`src/rtl/udp_tx_noc_in_deframe.sv`:
```
// Deframes UDP_TX_SEGMENT NoC messages into a header record plus a tagged payload beat stream.
// Define UDP_TX_NOC_IN_CHECK_EN to enable header sanity checking that drives udp_tx_in_err.
`ifndef NOC_DATA_WIDTH
`define NOC_DATA_WIDTH 512
`endif
`ifndef NOC_DATA_BYTES
`define NOC_DATA_BYTES 64
`endif
`ifndef NOC_DATA_BYTES_W
`define NOC_DATA_BYTES_W 6
`endif
`ifndef IP_ADDR_W
`define IP_ADDR_W 32
`endif
`ifndef PORT_NUM_W
`define PORT_NUM_W 16
`endif
`ifndef UDP_LENGTH_W
`define UDP_LENGTH_W 16
`endif
`ifndef MAC_INTERFACE_W
`define MAC_INTERFACE_W 512
`endif
`ifndef MAC_PADBYTES_W
`define MAC_PADBYTES_W 6
`endif
`ifndef MSG_LENGTH_WIDTH
`define MSG_LENGTH_WIDTH 22
`endif
`ifndef UDP_TX_SEGMENT
`define UDP_TX_SEGMENT 8'h1c
`endif

module udp_tx_noc_in_deframe #(
    parameter int SRC_X = -1,
    parameter int SRC_Y = -1
) (
    input  logic                          clk,
    input  logic                          rst,
    input  logic                          noc0_ctovr_udp_tx_in_val,
    input  logic [`NOC_DATA_WIDTH-1:0]    noc0_ctovr_udp_tx_in_data,
    output logic                          udp_tx_in_noc0_ctovr_rdy,
    output logic                          udp_tx_in_hdr_val,
    output logic [`IP_ADDR_W-1:0]         udp_tx_in_src_ip,
    output logic [`IP_ADDR_W-1:0]         udp_tx_in_dst_ip,
    output logic [`PORT_NUM_W-1:0]        udp_tx_in_src_port,
    output logic [`PORT_NUM_W-1:0]        udp_tx_in_dst_port,
    output logic [`UDP_LENGTH_W-1:0]      udp_tx_in_len,
    input  logic                          udp_tx_in_hdr_rdy,
    output logic                          udp_tx_in_data_val,
    output logic [`MAC_INTERFACE_W-1:0]   udp_tx_in_data,
    output logic                          udp_tx_in_data_last,
    output logic [`MAC_PADBYTES_W-1:0]    udp_tx_in_data_padbytes,
    input  logic                          udp_tx_in_data_rdy,
    output logic                          udp_tx_in_err
);
    localparam int W   = `NOC_DATA_WIDTH;
    localparam int MLW = `MSG_LENGTH_WIDTH;

    typedef enum logic [1:0] {StWaitHdr, StWaitMeta, StHdrOut, StData} state_e;

    state_e state_q, state_d;

    logic [`IP_ADDR_W-1:0]    src_ip_q, dst_ip_q;
    logic [`PORT_NUM_W-1:0]   src_port_q, dst_port_q;
    logic [`UDP_LENGTH_W-1:0] len_q;
    logic [MLW-1:0]           flits_rem_q;

    // Metadata flit fields, packed from the MSB down
    logic [`IP_ADDR_W-1:0]    meta_src_ip, meta_dst_ip;
    logic [`PORT_NUM_W-1:0]   meta_src_port, meta_dst_port;
    logic [`UDP_LENGTH_W-1:0] meta_len;
    logic [MLW-1:0]           meta_flits;

    assign meta_src_ip   = noc0_ctovr_udp_tx_in_data[W-1  -: `IP_ADDR_W];
    assign meta_dst_ip   = noc0_ctovr_udp_tx_in_data[W-33 -: `IP_ADDR_W];
    assign meta_src_port = noc0_ctovr_udp_tx_in_data[W-65 -: `PORT_NUM_W];
    assign meta_dst_port = noc0_ctovr_udp_tx_in_data[W-81 -: `PORT_NUM_W];
    assign meta_len      = noc0_ctovr_udp_tx_in_data[W-97 -: `UDP_LENGTH_W];
    assign meta_flits    = MLW'(meta_len >> `NOC_DATA_BYTES_W)
                         + MLW'(meta_len[`NOC_DATA_BYTES_W-1:0] != '0);

    logic hdr_hs, meta_hs, data_hs, noc_rdy;
    logic [`MAC_PADBYTES_W-1:0] pad_last;

    assign hdr_hs   = (state_q == StWaitHdr) && noc0_ctovr_udp_tx_in_val;
    assign meta_hs  = (state_q == StWaitMeta) && noc0_ctovr_udp_tx_in_val;
    assign data_hs  = (state_q == StData) && noc0_ctovr_udp_tx_in_val && udp_tx_in_data_rdy;
    // 64 - 0 truncates to 0, so full final beats report no padding
    assign pad_last = `MAC_PADBYTES_W'(`NOC_DATA_BYTES - int'(len_q[`NOC_DATA_BYTES_W-1:0]));

    always_ff @(posedge clk) begin
        if (rst) begin
            state_q     <= StWaitHdr;
            src_ip_q    <= '0;
            dst_ip_q    <= '0;
            src_port_q  <= '0;
            dst_port_q  <= '0;
            len_q       <= '0;
            flits_rem_q <= '0;
        end else begin
            state_q <= state_d;
            if (meta_hs) begin
                src_ip_q    <= meta_src_ip;
                dst_ip_q    <= meta_dst_ip;
                src_port_q  <= meta_src_port;
                dst_port_q  <= meta_dst_port;
                len_q       <= meta_len;
                flits_rem_q <= meta_flits;
            end else if (data_hs) begin
                flits_rem_q <= flits_rem_q - MLW'(1);
            end
        end
    end

    always_comb begin
        state_d                 = state_q;
        noc_rdy                 = 1'b0;
        udp_tx_in_hdr_val       = 1'b0;
        udp_tx_in_data_val      = 1'b0;
        udp_tx_in_data_last     = 1'b0;
        udp_tx_in_data_padbytes = '0;
        unique case (state_q)
            StWaitHdr: begin
                noc_rdy = 1'b1;
                if (noc0_ctovr_udp_tx_in_val) state_d = StWaitMeta;
            end
            StWaitMeta: begin
                noc_rdy = 1'b1;
                if (noc0_ctovr_udp_tx_in_val) state_d = StHdrOut;
            end
            StHdrOut: begin
                udp_tx_in_hdr_val = 1'b1;
                if (udp_tx_in_hdr_rdy) begin
                    state_d = (flits_rem_q == '0) ? StWaitHdr : StData;
                end
            end
            StData: begin
                noc_rdy             = udp_tx_in_data_rdy;
                udp_tx_in_data_val  = noc0_ctovr_udp_tx_in_val;
                udp_tx_in_data_last = (flits_rem_q == MLW'(1));
                if (udp_tx_in_data_last) udp_tx_in_data_padbytes = pad_last;
                if (data_hs && udp_tx_in_data_last) state_d = StWaitHdr;
            end
            default: state_d = StWaitHdr;
        endcase
    end

    // Hold off the NoC while reset is asserted even though the reset state is WAIT_HDR
    assign udp_tx_in_noc0_ctovr_rdy = noc_rdy & ~rst;
    assign udp_tx_in_src_ip         = src_ip_q;
    assign udp_tx_in_dst_ip         = dst_ip_q;
    assign udp_tx_in_src_port       = src_port_q;
    assign udp_tx_in_dst_port       = dst_port_q;
    assign udp_tx_in_len            = len_q;
    assign udp_tx_in_data           = `MAC_INTERFACE_W'(noc0_ctovr_udp_tx_in_data);

`ifdef UDP_TX_NOC_IN_CHECK_EN
    localparam logic [7:0] SrcXB = 8'(SRC_X);
    localparam logic [7:0] SrcYB = 8'(SRC_Y);

    logic [7:0]     hdr_dst_x_q, hdr_dst_y_q, hdr_type_q, hdr_mflits_q;
    logic [MLW-1:0] hdr_msg_len_q;
    logic           hdr_bad, err_q;

    // Header flit fields, packed from the MSB down
    always_ff @(posedge clk) begin
        if (rst) begin
            hdr_dst_x_q   <= '0;
            hdr_dst_y_q   <= '0;
            hdr_msg_len_q <= '0;
            hdr_type_q    <= '0;
            hdr_mflits_q  <= '0;
            err_q         <= 1'b0;
        end else begin
            if (hdr_hs) begin
                hdr_dst_x_q   <= noc0_ctovr_udp_tx_in_data[W-1  -: 8];
                hdr_dst_y_q   <= noc0_ctovr_udp_tx_in_data[W-9  -: 8];
                hdr_msg_len_q <= noc0_ctovr_udp_tx_in_data[W-17 -: MLW];
                hdr_type_q    <= noc0_ctovr_udp_tx_in_data[W-39 -: 8];
                hdr_mflits_q  <= noc0_ctovr_udp_tx_in_data[W-47 -: 8];
            end
            if (meta_hs && hdr_bad) err_q <= 1'b1;
        end
    end

    assign hdr_bad = (hdr_dst_x_q != SrcXB) || (hdr_dst_y_q != SrcYB)
                  || (hdr_type_q != `UDP_TX_SEGMENT) || (hdr_mflits_q != 8'd1)
                  || (hdr_msg_len_q != meta_flits + MLW'(1));
    assign udp_tx_in_err = err_q;
`else
    logic unused_hdr_hs;
    assign unused_hdr_hs = hdr_hs;
    assign udp_tx_in_err = 1'b0;
`endif

endmodule

```
`config.mk`:
```
export PLATFORM = sky130hd
export DESIGN_NAME = udp_tx_noc_in_deframe
export DESIGN_NICKNAME = d
export VERILOG_FILES = /design/src/rtl/udp_tx_noc_in_deframe.sv
export SDC_FILE = /design/constraint.sdc
export NUM_CORES = 1
export LEC_CHECK = 0
export ABC_CLOCK_PERIOD_IN_PS = 2660
export BUFFER_PORTS_ARGS = -buffer_cell sky130_fd_sc_hd__buf_2
export CAP_MARGIN = 20
export CORE_AREA = 4 4 451 453
export DETAILED_ROUTE_END_ITERATION = 8
export DIE_AREA = 0 0 455 457
export PLACE_DENSITY = 0.3
export REMOVE_ABC_BUFFERS = 1
export SYNTH_ARGS = -nofsm -noshare
export SYNTH_HDL_FRONTEND = slang
export SYNTH_SLANG_ARGS = --single-unit
```
`constraint.sdc`:
```
create_clock -name clk -period 2.66 [get_ports clk]
set_input_delay 0.532 -clock clk [delete_from_list [all_inputs] [get_ports clk]]
set_output_delay 0.532 -clock clk [all_outputs]
set_load 0.02 [all_outputs]
```
* After elaboration in Yosys (flattened, before gate mapping)
Index checks and enable logic that the tools add are counted.
Storage, ports and cells: output and inout port bits 635, logic and storage cells 44, flip-flop bits (word level) 136, input port bits 517
Operators by class: equality and inequality tests 8, bitwise operators 2, reductions and logical operators 10, $add $sub $neg 3, multiplexer cells 14
Operators by type and width (count):
- 22-bit 2-to-1 mux | 2
- 22-bit by 1-bit == test with 1-bit output (second input constant) | 1
- 22-bit zero test | 1
- 22-bit by 1-bit subtractor with 22-bit output (second input constant) | 1
- 6-bit 2-to-1 mux | 2
- 10-bit by 1-bit adder with 11-bit output | 1
- 2-bit 2-to-1 mux | 5
- 2-bit case mux with 4 select lines | 1
- 2-bit inequality test (second input constant) | 3
- 6-bit nonzero test | 1
- 1-bit by 6-bit subtractor with 6-bit output (first input constant) | 1
- 2-bit == test (second input constant) | 2
- 1-bit logical AND | 4
- 4-bit AND reduction | 1
- 1-bit 2-to-1 mux | 3
- 2-bit by 1-bit == test with 1-bit output (second input constant) | 1
- 2-bit zero test | 1
- 2-bit by 1-bit inequality test with 1-bit output (second input constant) | 1
- 1-bit case mux with 2 select lines | 1
- 2-bit nonzero test | 1
- 2-bit OR reduction | 1
- 1-bit AND | 1
- 1-bit inverter | 1

* Longest topological paths before layout
depth in word-level cells 6, mapped depth 8, gate-level depth less buffers 8

* Worst setup path before layout
OpenSTA, ideal clock, no wires.
kind reg2out, start reg flits_rem_q[17], end out udp_tx_in_data_padbytes[2], required time 2128 ps, buffers on the path 1, slack -2 ps, arrival 2130 ps, cell stages (with the launch flop) 5, cell sequence dfxtp_1 > or4_4 > or4_1 > buf_2 > nor4_1
On the way: cells in the longest elaborated chain, start to end 3
Ends and longest elaborated chain:
- from (decl) | line 67 | logic [MLW-1:0] flits_rem_q;
- from (signal assigned) | line 109 | flits_rem_q <= meta_flits;
- from (signal assigned) | line 111 | flits_rem_q <= flits_rem_q - MLW'(1);
- 22-bit by 1-bit == test with 1-bit output | line 141 | udp_tx_in_data_last = (flits_rem_q == MLW'(1));
- 6-bit 2-to-1 mux | line 142 | if (udp_tx_in_data_last) udp_tx_in_data_padbytes = pad_last;
- 6-bit 2-to-1 mux | line 123 | unique case (state_q)
- to (decl) | line 53 | output logic [`MAC_PADBYTES_W-1:0] udp_tx_in_data_padbytes,
No other way between the ends.

* Worst setup path after layout
start reg flits_rem_q[18], end out udp_tx_in_data_padbytes[5]
The elaborated chain is that of the path after synthesis.

==> results.sh <==
export IMPL_critical_path_class="flop to primary output"
export IMPL_setup_violations_final=7
export IMPL_synthArstFlopShare=0
export IMPL_grt_setup_unrepaired="true"
export IMPL_netlist_instances=1216
export IMPL_ios=1152
export IMPL_avgSynthCellArea_um2=7.67
export IMPL_hp_start="noc0_ctovr_udp_tx_in_data[486]"
export IMPL_synth_edf_count=0
export IMPL_start_util=0.0468
export IMPL_overflow=0
export IMPL_worstHoldEndpoint="udp_tx_in_src_ip[6]"
export IMPL_endpoint_kind="primary output"
export IMPL_drive_gt1_frac=0.399
export IMPL_core_um2=199000
export IMPL_insertion_delay_ns=0.50
export IMPL_total_leakage_power_uw=0.00383
export IMPL_peakVddDrop_uv=466
export IMPL_slew_violations=0
export IMPL_dp_hpwl_mm=224
export IMPL_grt_max_degree=107
export IMPL_htreeDepth=4
export IMPL_worstHoldPathType="input port to flop"
export IMPL_clk_pin_slew_ns=0.09
export IMPL_cts_tree="yes"
export IMPL_cp_required_ns=2.13
export IMPL_rows=164
export IMPL_cp_start_kind="flop"
export IMPL_synthFlopType="dfxtp_1"
export IMPL_fp_dieArea_um2=208000
export IMPL_gp_congestion=1.11
export IMPL_firstDrtPassIters=6
export IMPL_cts_hold_buf=0
export IMPL_antenna_found_initial=30
export IMPL_die_x_um=455
export IMPL_min_path_cells=3
export IMPL_violations="negative setup slack"
export IMPL_use_met3=0.375
export IMPL_use_met1=0.0910
export IMPL_ant_nets=0
export IMPL_status="finished, violations left"
export IMPL_drc=0
export IMPL_area_growth_pct=22.0
export IMPL_finalSetupTns_ns=-2.01
export IMPL_maxCapViolations=0
export IMPL_vias_per_cell=2.45
export IMPL_wl_mm=237
export IMPL_reg2reg_from="state_q[1]"
export IMPL_yosysUniqueCellTypes=48
export IMPL_ys_seq_area_frac=0.292
export IMPL_timing_fmax_mhz=329
export IMPL_hold_violations=0
export IMPL_layout_setup_ws_ns=-0.377
export IMPL_min_period_ns=3.04
export IMPL_r2r_cells=4
export IMPL_reg2reg_slack_ns=0.61
export IMPL_grt_pass1_vias=7524
export IMPL_grt_total_usage=0.220
export IMPL_fin_util=0.0571
export IMPL_timing_final_crit_share=1.14
export IMPL_die_y_um=457
export IMPL_cts_buffer_depth=2
export IMPL_fin_nets=1584
export IMPL_vias=9155
export IMPL_num_fill_cells=23500
export IMPL_ys_warn_count=0
export IMPL_powerDensity_nw_per_um2=544
export IMPL_grt_most_used_layer="met3"
export IMPL_grt_pass1_wl_mm=254
export IMPL_grt_use_met2=0.368
export IMPL_synth_area_um2=9330
export IMPL_root_buffer="clkbuf_16"
export IMPL_routedWlPerCell_um=63.4
export IMPL_skew_ns=0.0286
export IMPL_worst_slew_pin_slew_ns=0.912
export IMPL_worst_ep_arrival_time_ns=2.50
export IMPL_r2r_end="flits_rem_q[18]"
export IMPL_port_buffers=350
export IMPL_clock_sinks=136
export IMPL_synth_seq_cells=136
export IMPL_relSlewSlack=0.392
export IMPL_cts_made_buffers=17
export IMPL_crit_fanout=5
export IMPL_drt_iter0_markers=944
synthesized netlist by cell type, drive strengths merged, types with 3 or more instances:
cell    instances  area share
xnor2           4      0.0038
nand4           6      0.0040
nand2         242       0.097
nor2           16      0.0064
and3            3      0.0020
a211oi          4      0.0032
nand3           5      0.0027
and2            4      0.0027
nor4           11      0.0090
dfxtp         136        0.29
a31oi           4      0.0027
xor2            6      0.0056
or4             9      0.0076
ha              6      0.0080
a21oi         129       0.069
nor3            7      0.0050
o21ai          13      0.0070
inv             8      0.0032
and4            3      0.0028
or3             7      0.0047
clkbuf         42       0.017
buf           517        0.41
o31ai          10      0.0080
routing by layer:
metal  part of all wire  wire length (µm)
met3               0.36             84900
met1               0.15             35000
met2               0.47            112000
met5              0.014              3420
met4             0.0054              1290
flip-flops by register name, summed over array words and instances, names as in the netlist:
signal,flops
udp_tx_in_len,16
state_q,2
udp_tx_in_src_port,16
flits_rem_q,22
udp_tx_in_dst_ip,32
udp_tx_in_src_ip,32
udp_tx_in_dst_port,16
cell usage in the layout, fill, tap and decap left out, types with 7 or more instances in the layout:
cell type	count
a21oi_1	129
or4_1	7
dfxtp_1	135
buf_6	7
buf_4	28
or3_1	7
inv_1	8
nor2_1	16
o31ai_1	10
clkbuf_16	17
buf_12	7
nor4_1	7
nand2_1	242
buf_2	343
o21ai_0	13
cell type report:
| class | count | area [µm²] | area share |
|---|---|---|---|
| antenna | 6 | 15.0 | 0.00132 |
| clock buffer | 19 | 433 | 0.0380 |
| clock inverter | 12 | 118 | 0.0103 |
| inverter | 8 | 30.0 | 0.00264 |
| multi-input combinational | 513 | 2590 | 0.228 |
| sequential | 136 | 2720 | 0.239 |
| tap | 2656 | 3320 | 0.292 |
| timing repair buffer | 385 | 2150 | 0.189 |
report_power, final:
| group | internal, µW | total (µW) | switching, µW |
|---|---|---|---|
| Combinational | 461 | 1500 | 1040 |
| Clock | 1290 | 2440 | 1150 |
| Sequential | 2160 | 2250 | 91.8 |
cell families (layout without fill, tap and decap cells):
logic type | count (synthesis) | in the layout | synth area share
adder cells (fa/ha/maj) | 6 | 6 | 0.00805
multiplexers | 2 | 2 | 0.00215
buffers and inverters | 567 | 424 | 0.435
XOR/XNOR | 10 | 10 | 0.00939
other | 1 | 7 | 0.000402
AND/OR/NAND/NOR | 320 | 320 | 0.150
AO/OA/AOI/OAI | 174 | 174 | 0.103
flip-flops | 136 | 136 | 0.292
per-stage QoR:
step	cell area, µm²	worst slack, ns	cells	total power (µW)	hold WS, ns
finish	11400	-0.377	3735	6190	0.284
global placement	10700	0.00544	3692	3810	0.440
CTS	11300	-0.475	3728	6420	0.224
detailed placement	10700	-0.00744	3692	3800	0.443
floorplan	5300	-1.25	657	2810	0.446
global route	11400	-0.502	3731	6540	0.248
timing repair:
item / 4_1_cts / 5_1_grt
pin swaps: 4 / 0
buffers inserted: 5 / 1
setup endpoints to repair: 7 / 7
resized for setup: 17 / 5
worst max path at each step:
stage	cells after the start	end	from
2_1_floorplan	4	flits_rem_q[10]	state_q[0]
3_3_place_gp	6	udp_tx_in_data_padbytes[5]	flits_rem_q[17]
3_5_place_dp	6	udp_tx_in_data_padbytes[5]	flits_rem_q[17]
4_1_cts	6	udp_tx_in_data_padbytes[5]	flits_rem_q[18]
5_1_grt	6	udp_tx_in_data_padbytes[5]	flits_rem_q[18]
6_report	6	udp_tx_in_data_padbytes[5]	flits_rem_q[18]
worst max-delay path, cell delays in order (launching register included):
cell and delay (ns):
dfxtp_2 0.32, or4_4 0.51, or4_4 0.44, buf_12 0.16, nor3_4 0.19, a21boi_2 0.25, buf_6 0.14
Power figures use the tool's default switching activity.
